## config.mk

```make
export PLATFORM = sky130hd
export DESIGN_NAME = mipi_hs_lane_ctrl_flat
export DESIGN_NICKNAME = d
export VERILOG_FILES = /design/src/rtl/mipi_hs_lane_ctrl_if.sv /design/src/rtl/mipi_hs_lane_ctrl.sv /design/src/flat_wrapper.sv
export SDC_FILE = /design/constraint.sdc
export NUM_CORES = 1
export LEC_CHECK = 0
export CORE_MARGIN = 4
export CORE_UTILIZATION = 45
export CTS_CLUSTER_SIZE = 12
export DETAILED_ROUTE_END_ITERATION = 16
export PLACE_DENSITY = 0.67
export SYNTH_ARGS = -nofsm -noshare
export SYNTH_HDL_FRONTEND = slang
export SYNTH_SLANG_ARGS = --single-unit
export TNS_END_PERCENT = 30
```

## constraint.sdc

```tcl
create_clock -name bit_clk -period 2.25 [get_ports bit_clk]
set_input_delay 0.225 -clock bit_clk [delete_from_list [all_inputs] [get_ports bit_clk]]
set_output_delay 0.225 -clock bit_clk [all_outputs]
set_load 0.1 [all_outputs]
```

## src/rtl/mipi_hs_lane_ctrl_if.sv

```systemverilog
// Pad-side and packet-side signals of the D-PHY HS lane controller.
// The master modport drives the lane pads; the slave modport is the controller.
interface mipi_hs_lane_ctrl_if #(
    parameter int unsigned LANES = 2
);
    logic [LANES-1:0]   lp_p;
    logic [LANES-1:0]   lp_n;
    logic [LANES-1:0]   hs_bit;
    logic               termination;
    logic [8*LANES-1:0] data;
    logic               data_valid;
    logic               hs_active;
    logic               sync_err;
    logic [2:0]         state_dbg;

    modport master (
        output lp_p, lp_n, hs_bit,
        input  termination, data, data_valid, hs_active, sync_err, state_dbg
    );

    modport slave (
        input  lp_p, lp_n, hs_bit,
        output termination, data, data_valid, hs_active, sync_err, state_dbg
    );
endinterface

```

## src/rtl/mipi_hs_lane_ctrl.sv

```systemverilog
// D-PHY HS-entry controller: follows the LP request on lane 0, settles, finds
// the sync byte per lane and emits lane-merged byte words.
module mipi_hs_lane_ctrl #(
    parameter int unsigned LANES        = 2,
    parameter int unsigned SETTLE_CYC   = 16,
    parameter int unsigned SYNC_TIMEOUT = 64,
    parameter logic [7:0]  SYNC_BYTE    = 8'hB8
) (
    input  logic                bit_clk,
    input  logic                reset,
    mipi_hs_lane_ctrl_if.slave  bus
);
    localparam int unsigned CNT_MAX = (SETTLE_CYC > SYNC_TIMEOUT) ? SETTLE_CYC : SYNC_TIMEOUT;
    localparam int unsigned CNT_W   = $clog2(CNT_MAX + 1);

    typedef enum logic [2:0] {
        IDLE   = 3'd0,
        LP01   = 3'd1,
        LP00   = 3'd2,
        SETTLE = 3'd3,
        SYNC   = 3'd4,
        RECV   = 3'd5
    } state_t;

    state_t             state;
    state_t             next_state;
    logic [1:0]         lp;
    logic [CNT_W-1:0]   cnt;
    logic [LANES-1:0]   sync;
    logic [LANES-1:0]   pend;
    logic [7:0]         sr      [LANES];
    logic [7:0]         sr_nxt  [LANES];
    logic [7:0]         hold    [LANES];
    logic [2:0]         bitcnt  [LANES];
    logic [LANES-1:0]   hit_c;
    logic [LANES-1:0]   cap_c;
    logic               shifting;
    logic               timeout_c;
    logic               merge_c;
    logic               termination;
    logic [8*LANES-1:0] data;
    logic               data_valid;
    logic               hs_active;
    logic               sync_err;
    logic               unused_lp;

    // Only lane 0 carries the LP handshake; the other lanes' LP wires are ignored.
    assign lp        = {bus.lp_p[0], bus.lp_n[0]};
    assign unused_lp = ^{bus.lp_p, bus.lp_n};

    assign shifting  = (state == SYNC) || (state == RECV);
    assign timeout_c = (state == SYNC) && (cnt == CNT_W'(SYNC_TIMEOUT - 1)) && !(&sync);

    always_ff @(posedge bit_clk) begin
        if (reset) state <= IDLE;
        else       state <= next_state;
    end

    always_comb begin
        next_state = state;
        case (state)
            IDLE:    if (lp == 2'b01) next_state = LP01;
            LP01: begin
                if (lp == 2'b00)      next_state = LP00;
                else if (lp[1])       next_state = IDLE;
            end
            LP00:    next_state = SETTLE;
            SETTLE:  if (cnt == CNT_W'(SETTLE_CYC - 1)) next_state = SYNC;
            SYNC: begin
                if (&sync)            next_state = RECV;
                else if (timeout_c)   next_state = IDLE;
            end
            RECV:    if (lp == 2'b11) next_state = IDLE;
            default: next_state = IDLE;
        endcase
    end

    // Shared settle/timeout counter restarts on every state change.
    always_ff @(posedge bit_clk) begin
        if (reset || (next_state != state))           cnt <= '0;
        else if ((state == SETTLE) || (state == SYNC)) cnt <= cnt + CNT_W'(1);
    end

    // Byte-boundary look-ahead: decisions use the value sr takes at this edge.
    always_comb begin
        for (int unsigned k = 0; k < LANES; k++) begin
            sr_nxt[k] = {bus.hs_bit[k], sr[k][7:1]};
            hit_c[k]  = (state == SYNC) && !sync[k] && (sr_nxt[k] == SYNC_BYTE);
            cap_c[k]  = shifting && sync[k] && (bitcnt[k] == 3'd7);
        end
    end

    // A merge never fires on the edge that leaves for IDLE, so partial words are lost.
    assign merge_c = (&pend) && (next_state != IDLE);

    always_ff @(posedge bit_clk) begin
        if (reset) begin
            termination <= 1'b0;
            data        <= '0;
            data_valid  <= 1'b0;
            hs_active   <= 1'b0;
            sync_err    <= 1'b0;
            sync        <= '0;
            pend        <= '0;
            for (int unsigned k = 0; k < LANES; k++) begin
                sr[k]     <= '0;
                hold[k]   <= '0;
                bitcnt[k] <= '0;
            end
        end else begin
            termination <= (state == LP00) || (state == SETTLE) || (state == SYNC) || (state == RECV);
            hs_active   <= (next_state == RECV);
            sync_err    <= timeout_c;
            data_valid  <= 1'b0;
            if (next_state == IDLE) begin
                sync <= '0;
                pend <= '0;
                for (int unsigned k = 0; k < LANES; k++) begin
                    sr[k]     <= '0;
                    bitcnt[k] <= '0;
                end
            end else begin
                if (merge_c) begin
                    data_valid <= 1'b1;
                    for (int unsigned k = 0; k < LANES; k++) data[8*k +: 8] <= hold[k];
                end
                for (int unsigned k = 0; k < LANES; k++) begin
                    if ((next_state == SYNC) && (state != SYNC)) sr[k] <= '0;
                    else if (shifting)                            sr[k] <= sr_nxt[k];

                    if (hit_c[k]) begin
                        sync[k]   <= 1'b1;
                        bitcnt[k] <= '0;
                    end else if (sync[k]) begin
                        bitcnt[k] <= bitcnt[k] + 3'd1;
                    end

                    // A byte landing on the merge edge is kept for the next word.
                    if (cap_c[k]) begin
                        hold[k] <= sr_nxt[k];
                        pend[k] <= 1'b1;
                    end else if (merge_c) begin
                        pend[k] <= 1'b0;
                    end
                end
            end
        end
    end

    assign bus.termination = termination;
    assign bus.data        = data;
    assign bus.data_valid  = data_valid;
    assign bus.hs_active   = hs_active;
    assign bus.sync_err    = sync_err;
    assign bus.state_dbg   = state;
endmodule

```

## src/flat_wrapper.sv

```systemverilog
// flat-port wrapper written by rule: the top's interface ports become plain ports
module mipi_hs_lane_ctrl_flat 
#(
    parameter int unsigned LANES        = 2,
    parameter int unsigned SETTLE_CYC   = 16,
    parameter int unsigned SYNC_TIMEOUT = 64,
    parameter logic [7:0]  SYNC_BYTE    = 8'hB8
)
  (bit_clk, reset, bus_lp_p, bus_lp_n, bus_hs_bit, bus_termination, bus_data, bus_data_valid, bus_hs_active, bus_sync_err, bus_state_dbg);
  mipi_hs_lane_ctrl_if #(.LANES(LANES)) bus_i ();
  input  logic bit_clk;
  input  logic reset;
  input wire logic [$bits(bus_i.lp_p)-1:0] bus_lp_p;
  input wire logic [$bits(bus_i.lp_n)-1:0] bus_lp_n;
  input wire logic [$bits(bus_i.hs_bit)-1:0] bus_hs_bit;
  output wire logic [$bits(bus_i.termination)-1:0] bus_termination;
  output wire logic [$bits(bus_i.data)-1:0] bus_data;
  output wire logic [$bits(bus_i.data_valid)-1:0] bus_data_valid;
  output wire logic [$bits(bus_i.hs_active)-1:0] bus_hs_active;
  output wire logic [$bits(bus_i.sync_err)-1:0] bus_sync_err;
  output wire logic [$bits(bus_i.state_dbg)-1:0] bus_state_dbg;
  assign bus_i.lp_p = bus_lp_p;
  assign bus_i.lp_n = bus_lp_n;
  assign bus_i.hs_bit = bus_hs_bit;
  assign bus_termination = bus_i.termination;
  assign bus_data = bus_i.data;
  assign bus_data_valid = bus_i.data_valid;
  assign bus_hs_active = bus_i.hs_active;
  assign bus_sync_err = bus_i.sync_err;
  assign bus_state_dbg = bus_i.state_dbg;
  mipi_hs_lane_ctrl #(.LANES(LANES), .SETTLE_CYC(SETTLE_CYC), .SYNC_TIMEOUT(SYNC_TIMEOUT), .SYNC_BYTE(SYNC_BYTE)) u_core (.bit_clk(bit_clk), .reset(reset), .bus(bus_i));
endmodule
```

# After elaboration in Yosys (flattened, before gate mapping)
# Memories as Yosys holds them, arrays and structs flattened. A register that Yosys moved wholly into a read port is not among the register bits.
# Cells that the tools add are included.
[word_totals]
ramBits = 38
latch_bits = 0
romBits = 0
regBits = 18
output_inout_bits = 23
elab_cells = 145
in_bits = 8
memories = 3
[memory_table]
columns = ["name", "depth", "word_bits", "rd", "rd_clocked_by_memory_dff", "wr", "line", "source"]
rows = [
  ["u_core.hold", 2, 8, 2, 2, 2, "mipi_hs_lane_ctrl.sv:33", "logic [7:0] hold [LANES];"],
  ["u_core.sr", 2, 8, 2, 0, 2, "mipi_hs_lane_ctrl.sv:31", "logic [7:0] sr [LANES];"],
  ["u_core.bitcnt", 2, 3, 2, 0, 2, "mipi_hs_lane_ctrl.sv:34", "logic [2:0] bitcnt [LANES];"],
]
[op_classes]
multipliers = 0
order_cmp = 0
muxes = 66
div_mod_pow = 0
add_sub_neg = 3
n_eq_ne = 17
n_shift = 0
bitwise = 15
reduce_logical = 31
[ops]
columns = ["cell", "n"]
rows = [
  ["two-way mux 8 bit", 8],
  ["two-way mux 1 bit", 44],
  ["two-way mux 3 bit", 13],
  ["equality test 3 bit, second input constant", 6],
  ["one-hot mux 3 bit (6 select lines)", 1],
  ["equality test 8 bit, second input constant", 2],
  ["OR 1 bit", 14],
  ["logical AND 1 bit", 12],
  ["adder 7 x 1 -> 7 bit, second input constant", 1],
  ["equality test 7 x 4 -> 1 bit, second input constant", 1],
  ["equality test 7 x 6 -> 1 bit, second input constant", 1],
  ["adder 3 x 1 -> 3 bit, second input constant", 2],
  ["equality test 3 x 2 -> 1 bit, second input constant", 2],
  ["logical NOT 3 bit", 2],
  ["logical OR 1 bit", 6],
  ["AND reduction 2 bit", 3],
  ["nonzero test 2 bit", 2],
  ["equality test 3 x 1 -> 1 bit, second input constant", 1],
  ["logical NOT 1 bit", 3],
  ["inequality test 3 bit", 1],
  ["inequality test 3 bit, second input constant", 1],
  ["nonzero test 3 bit", 1],
  ["equality test 2 x 1 -> 1 bit, second input constant", 1],
  ["equality test 2 bit, second input constant", 1],
  ["3 further kinds", 3],
]

# Depth between registers and ports, before layout
# Gate-level depths: netlist of the first run.
[depth]
word_depth = 14
mapped_depth = 7
depth_no_buf = 6

# Least setup slack after synthesis of the first run
# No wires, ideal clock.
[synth_timing]
kind = "register to register"
startpoint = "register u_core.state[2] (netlist: u_core.bus.state_dbg[2])"
endpoint = "memory u_core.bitcnt[1][0] (enable)"
slack_ns = -0.477
t_arrival_ns = 2.461
required_ns = 1.984
setup_time_ns = 0.266
stages_incl_launch_ff = 7
synth_period_minus_slack_ns = 2.727
path_buffers = 1
cell_sequence = "dfxtp_1 > a21bo_1 > a221oi_2 > a211oi_2 > a21oi_1 > clkbuf_1 > nand2_1"
[synth_lines]
columns = ["item", "line", "source"]
rows = [
  ["start, declared", "mipi_hs_lane_ctrl.sv:25", "state_t state;"],
  ["start signal, assigned", "mipi_hs_lane_ctrl.sv:56", "else state <= next_state;"],
  ["end, declared", "mipi_hs_lane_ctrl.sv:34", ""],
]

==> run_results.csv, run 1 <==
group,metric,value,unit
place,detailed_place.area,3433,sq um
detailed_routing,avgViaCountPerCell,5.037,
sta,whs,0.4720,ns
global_route,grt_first_pass_wirelength,9073,um
global_route,grt_max_degree,33,
sta,slew_violations,0,
clock_tree,cts-root-buf,"clkbuf_8",
floorplanning,rows,29,
worst_hold_path,hold_end,"bus_data[2]$_SDFFE_PP0P_",
global_route,grt_pass1_vias,1922,
logic_synthesis,synth_edf_count,36,
logic_synthesis,synth_ff_type,"edfxtp_1",
finish,utilization,56.95,%
place,hpwl,3599,um
sta,timing.final.crit_share,93.68,%
clock_tree,cts.sinks,70,
clock_tree,htreeDepth,3,
floorplanning,die-height,90.30,um
detailed_routing,drc,0,
floorplanning,coreArea,6459,sq um
finish,n_fill_cell,567,
worst_hold_path,hold_class,"reg -> reg",
place,finalWeightedCongestion,0.7993,
critical_path,rr_worst_depth,6,
global_route,grt_overflow,0,
sta,setup_ws,0.1422,ns
detailed_routing,wl_per_cell,13.87,um
critical_path,crit_path_top_delay_cell,"a221oi_2",
logic_synthesis,synth_cell_type_count,43,
clock_tree,cts_setup_buffers,0,
logic_synthesis,synthArstFlopShare,0,%
finish,fin_cells,381,
critical_path,cp.required,2.46,ns
critical_path,crit_type,"reg -> reg",
sta,final-setup-viol-count,0,
clock_tree,cts_tree,"built",
clock_tree,clkTransAtPathRegs,0.08,ns
clock_tree,cts_made_buffers,9,
logic_synthesis,yosys.area.top_type,"edfxtp_1",
power_and_ir_drop,p_total,2.641,mW
sta,hold_viol,0,
sta,tightest_slew,0.6668,ns
critical_path,worstSetupEndpointType,"flop",
global_route,grt_usage,13.70,%
detailed_routing,vias,1919,
floorplanning,die-area,8154,sq um
finish,drive_gt1_share,21.05,%
detailed_routing,antenna_left,0,
floorplanning,io_pins,31,
sta,fin_worst_skew,0.007731,ns
detailed_routing,drt-initial-drc-count,60,
critical_path,reg2reg_setup_slack,0.14,ns
global_route,antenna_found_initial,0,
logic_synthesis,ys_ff_latch,70,
logic_synthesis,yosys-top-cells-area,"edfxtp_1 35%, dfxtp_1 22%, nand2b_1 7.4%",
logic_synthesis,synth_area,3048,sq um
logic_synthesis,avgSynthCellArea,11.81,sq um
logic_synthesis,synth_warnings,0,
sta,timing.fmax,474.4,MHz
critical_path,cp_max_fo,16,
clock_tree,cts_buffer_depth,2,
sta,tns,0,ns
power_and_ir_drop,p_leak,1.424,nW
sta,rsz0062_at_grt,"false",
finish,diodes,0,
finish,nets,312,
finish,fin_area,3679,sq um
logic_synthesis,synthCells,258,
floorplanning,initial_utilization,47.19,%
critical_path,cp_data_arrival_time,2.32,ns
clock_tree,clkLatencyLatePin,0.34,ns
power_and_ir_drop,power_density,717.9,nW/um^2
logic_synthesis,synth_seq_area_share,57.80,%
place,place_ws,-0.04114,ns
sta,period_minus_slack,2.108,ns
power_and_ir_drop,ir_drop,0.0003785,V
logic_synthesis,yosys.area.top_type_share,35.47,%
place,port_buffers,28,
status,status,"finished, final reports clean",
critical_path,cp_cell_sequence,"a21bo_1, a221oi_2, a211oi_4, a2111oi_4, buf_6, and2_1",
critical_path,start_kind,"flop",
critical_path,reg2reg_to,"u_core.hold[0][6]$_SDFFCE_PN0P_",
critical_path,r2r-start,"u_core.bus.state_dbg[2]$_SDFF_PP0_",
worst_hold_path,worstHoldPathCells,2,
run,drv_cap,0,
critical_path,critPathMaxStageDelay,0.45,ns
floorplanning,die_w,90.30,um
place,place_inst,365,
worst_hold_path,hold_start,"bus_data[2]$_SDFFE_PP0P_",
detailed_routing,routed_wl,5285,um
detailed_routing,first_pass_iters,4,
sta,relSlewSlack,55.14,%
logic_synthesis,synth_common_cells,"36 x edfxtp_1, 36 x nand2b_1, 34 x dfxtp_1",
logic_synthesis,synth_nets,271,
finish,area_growth,20.69,%
[per-layer routing]
metal | track usage [%] | part of all wire (%) | vias to the layer above
met5 | 0 | 0 | -
met4 | 6.505 | 1.1 | 0
met3 | 3.583 | 4.7 | 8
met2 | 20.85 | 45 | 35
met1 | 18.20 | 49 | 886
li1 | - | - | 990
[how the worst max path moves through the flow]
stage	from	to	slack (ns)	depth (start not counted)
2_1_floorplan	u_core.bus.state_dbg[0]$_SDFF_PP0_	u_core.hold[0][10]$_SDFFCE_PN0P_	0.04	7
4_1_cts	u_core.cnt[1]$_SDFFE_PP0P_	u_core.hold[0][3]$_SDFFCE_PN0P_	0.04	6
3_3_place_gp	bus_lp_n[0]	u_core.hold[0][7]$_SDFFCE_PN0P_	-0.03	7
6_report	u_core.bus.state_dbg[2]$_SDFF_PP0_	u_core.hold[0][6]$_SDFFCE_PN0P_	0.14	6
3_5_place_dp	bus_lp_n[0]	u_core.hold[0][5]$_SDFFCE_PN0P_	-0.04	6
5_1_grt	u_core.bus.state_dbg[2]$_SDFF_PP0_	u_core.hold[0][1]$_SDFFCE_PN0P_	0.01	6
[report_power, final]
| group | total, mW | switching, mW | leakage [nW] | internal [mW] |
|---|---|---|---|---|
| sequential | 1.38 | 0.0178 | 0.673 | 1.37 |
| clock | 1.14 | 0.483 | 0.113 | 0.662 |
| combinational | 0.113 | 0.0667 | 0.638 | 0.0459 |
| total | 2.64 | 0.567 | 1.42 | 2.07 |
[flip-flops by register name, summed over array words and instances, names as in the netlist]
signal,flops
bus_data,16
u_core.bitcnt,6
u_core.bus.data_valid,1
u_core.bus.hs_active,1
u_core.bus.state_dbg,3
u_core.bus.sync_err,1
u_core.bus.termination,1
u_core.cnt,7
u_core.hold,16
u_core.pend,2
u_core.sr,14
u_core.sync,2
[final cells by class]
class	instances	area [sq um]	area share [%]
sequential	70	1770	48.13
multi-input combinational	173	1221	33.20
timing repair buffer	43	351.6	9.558
clock buffer	10	137.6	3.741
inverter	2	7.507	0.2041
clock inverter	6	93.84	2.551
tap	77	96.34	2.619
[logic make-up (layout without fill, tap and decap cells)]
logic type	after synthesis	count (layout)	share of synthesized area (%)
fa+ha+maj	5	5	2.053
simple gates	124	124	24.06
xor+xnor	6	6	1.724
compound gates	21	21	6.322
flops	70	70	57.80
buf+inv	15	61	2.463
mux	17	17	5.583
[critical path, delay by kind of cell (launching register included)]
kind / cells / cell delay, ns
DFF: 1 / 0.41
buffers and inverters: 1 / 0.19
AOI/OAI and AO/OA: 4 / 1.25
and+or+nand+nor: 1 / 0.14
[placed cells by master (no fill, tap or decap), drive strengths merged, types with 3 or more instances in the layout]
master         synthesis  routed
and3                   7       7
xor2                   5       5
nor2                   6       6
nand2b                36      36
or3                    3       3
edfxtp                36      36
a21oi                  5       5
buf                    5      38
nor2b                  3       3
mux2i                 17      17
and2                  31      31
dfxtp                 34      34
clkbuf                 8      10
clkdlybuf4s50          0       5
nor3                  12      12
nand3                  3       3
a31oi                  3       3
inv                    2       3
ha                     5       5
nand2                 11      11
[timing repair]
| item | CTS | global route |
|---|---|---|
| hold buffers | 0 | 0 |
| resized for setup | 0 | 4 |
| setup endpoints to repair | 0 | 49 |
| endpoints found under the hold margin | 0 | 0 |
(Power assumes the default switching activity.)
==> run 2, diff against run 1 <==
- CORE_ASPECT_RATIO: default -> 1.1
==> run 2 against run 1 <==
Compared with the run above:
- worst hold slack improved by 0.0011 ns
- clock skew decreased by 0.0013 ns
- register-to-register slack got worse by 0.02 ns
- highest routed layer unchanged
- clock power decreased by 24%
- count of clock-buffer cells in the layout increased by 5
- global-route usage increased by 0.39 points
- wire length increased by 0.74%
- fmax decreased by 0.85%
- non-clock buffer count increased by 2
- worst setup slack got worse by 0.018 ns
- largest power group unchanged
==> run_results.csv, run 2 (same netlist as run 1, synthesis figures left out) <==
group,metric,value,unit
critical_path,critPathMaxStageDelay,0.36,ns
place,place_inst,371,
critical_path,r2r-start,"u_core.cnt[0]$_SDFFE_PP0P_",
sta,slew_violations,0,
sta,period_minus_slack,2.126,ns
floorplanning,die-height,94.32,um
global_route,grt_overflow,0,
critical_path,cp_data_arrival_time,2.34,ns
sta,timing.fmax,470.4,MHz
clock_tree,clkTransAtPathRegs,0.07,ns
critical_path,crit_path_top_delay_cell,"a2111oi_4",
finish,fin_cells,388,
clock_tree,clkLatencyLatePin,0.34,ns
finish,n_fill_cell,570,
global_route,grt_first_pass_wirelength,8832,um
sta,relSlewSlack,54.60,%
finish,area_growth,20.89,%
clock_tree,htreeDepth,3,
floorplanning,die_w,86.47,um
place,place_ws,-0.07821,ns
finish,regArea,1770,sq um
critical_path,startpoint,"u_core.cnt[0]$_SDFFE_PP0P_",
status,status,"finished, final reports clean",
floorplanning,die-area,8155,sq um
finish,diodes,0,
detailed_routing,drc,0,
sta,rsz0062_at_grt,"false",
detailed_routing,vias,1963,
floorplanning,rows,31,
floorplanning,io_pins,31,
place,finalWeightedCongestion,0.7704,
detailed_routing,routed_wl,5324,um
clock_tree,cts_buffer_depth,2,
critical_path,cp.required,2.46,ns
power_and_ir_drop,p_leak,1.419,nW
critical_path,start_kind,"flop",
clock_tree,cts_made_buffers,9,
global_route,grt_pass1_vias,1915,
power_and_ir_drop,ir_drop,0.0003186,V
power_and_ir_drop,p_total,2.374,mW
sta,tightest_slew,0.6772,ns
critical_path,cp_cell_sequence,"ha_1, and3_2, and4_1, o22a_4, a2111oi_4, buf_4, and2_1",
global_route,antenna_found_initial,0,
sta,whs,0.4732,ns
run,drv_cap,0,
worst_hold_path,hold_class,"reg -> reg",
sta,hold_viol,0,
clock_tree,cts.sinks,70,
detailed_routing,avgViaCountPerCell,5.059,
finish,multi_input_area,1251,sq um
global_route,grt_max_degree,26,
detailed_routing,first_pass_iters,4,
detailed_routing,wl_per_cell,13.72,um
critical_path,cp_max_fo,8,
clock_tree,cts_setup_buffers,0,
place,port_buffers,28,
global_route,grt_usage,14.09,%
clock_tree,cts_tree,"built",
sta,final-setup-viol-count,0,
place,hpwl,3625,um
sta,fin_worst_skew,0.006400,ns
critical_path,crit_type,"reg -> reg",
critical_path,worstSetupEndpointType,"flop",
finish,mostFrequentLayoutCells,"36 x nand2b_1, 36 x buf_4, 36 x edfxtp_1",
power_and_ir_drop,power_density,644.3,nW/um^2
detailed_routing,drt-initial-drc-count,42,
floorplanning,coreArea,6594,sq um
finish,nets,314,
finish,drive_gt1_share,20.59,%
sta,timing.final.crit_share,94.48,%
sta,setup_ws,0.1242,ns
clock_tree,cts-root-buf,"clkbuf_8",
clock_tree,cts_hold_buffers,0,
finish,utilization,55.88,%
worst_hold_path,hold_start,"bus_data[9]$_SDFFE_PP0P_",
floorplanning,initial_utilization,46.22,%
detailed_routing,antenna_left,0,
[run 2: cell types whose count changed in the layout (fill, tap and decap cells not counted), sizes merged]
cell / change
clkbuf: +5
inv: -1
bufinv: -2
clkinvlp: -1
buf: +2
clkinv: -1
[run 2: critical path: cells and delay by family (launching register included)]
kind | cells | cell delay [ns]
DFF | 1 | 0.32
buffers and inverters | 1 | 0.22
and+or+nand+nor | 3 | 0.62
AOI/OAI and AO/OA | 2 | 0.63
adders and majority gates | 1 | 0.21
[run 2: path summary, 6_finish.rpt]
kind / end / slack, ns / cells after the start
worst max-delay path: u_core.hold[0][13]$_SDFFCE_PN0P_ / 0.12 / 7
worst min-delay path: bus_data[9]$_SDFFE_PP0P_ / 0.47 / 2
worst max register to register: u_core.hold[0][13]$_SDFFCE_PN0P_ / 0.12 / 7
worst min register to register: bus_data[9]$_SDFFE_PP0P_ / 0.47 / 2
[run 2: repair_timing]
action,4_1_cts,5_1_grt
setup endpoints to repair,14,52
resized for setup,1,9
gates cloned,0,1
pin swaps,0,3
[run 2: metal layers]
| layer | part of all wire, % | vias to the layer above | GRT usage (%) |
|---|---|---|---|
| met3 | 5.5 | 12 | 3.860 |
| met4 | 2.7 | 0 | 8.701 |
| met5 | 0 | - | 0 |
| met2 | 45 | 39 | 22.26 |
| met1 | 46 | 920 | 16.98 |
| li1 | - | 992 | - |
[run 2: power by group]
group	switching [mW]	total [mW]	internal, mW
Combinational	0.0691	0.122	0.0530
Clock	0.436	0.867	0.431
Sequential	0.0181	1.38	1.37
[run 2: cell type report]
type	count	area share (%)
clock buffer	15	4.244
multi-input combinational	173	33.96
inverter	2	0.2037
clock inverter	1	0.1358
timing repair buffer	45	10.63
tap	82	2.784
sequential	70	48.05
[run 2: per-stage QoR]
step / setup TNS, ns / area [sq um]
after floorplan: 0 / 3057
after global placement: -1.064 / 3472
after detailed placement: -2.569 / 3472
after CTS: 0 / 3638
after global routing: 0 / 3685
final: 0 / 3685
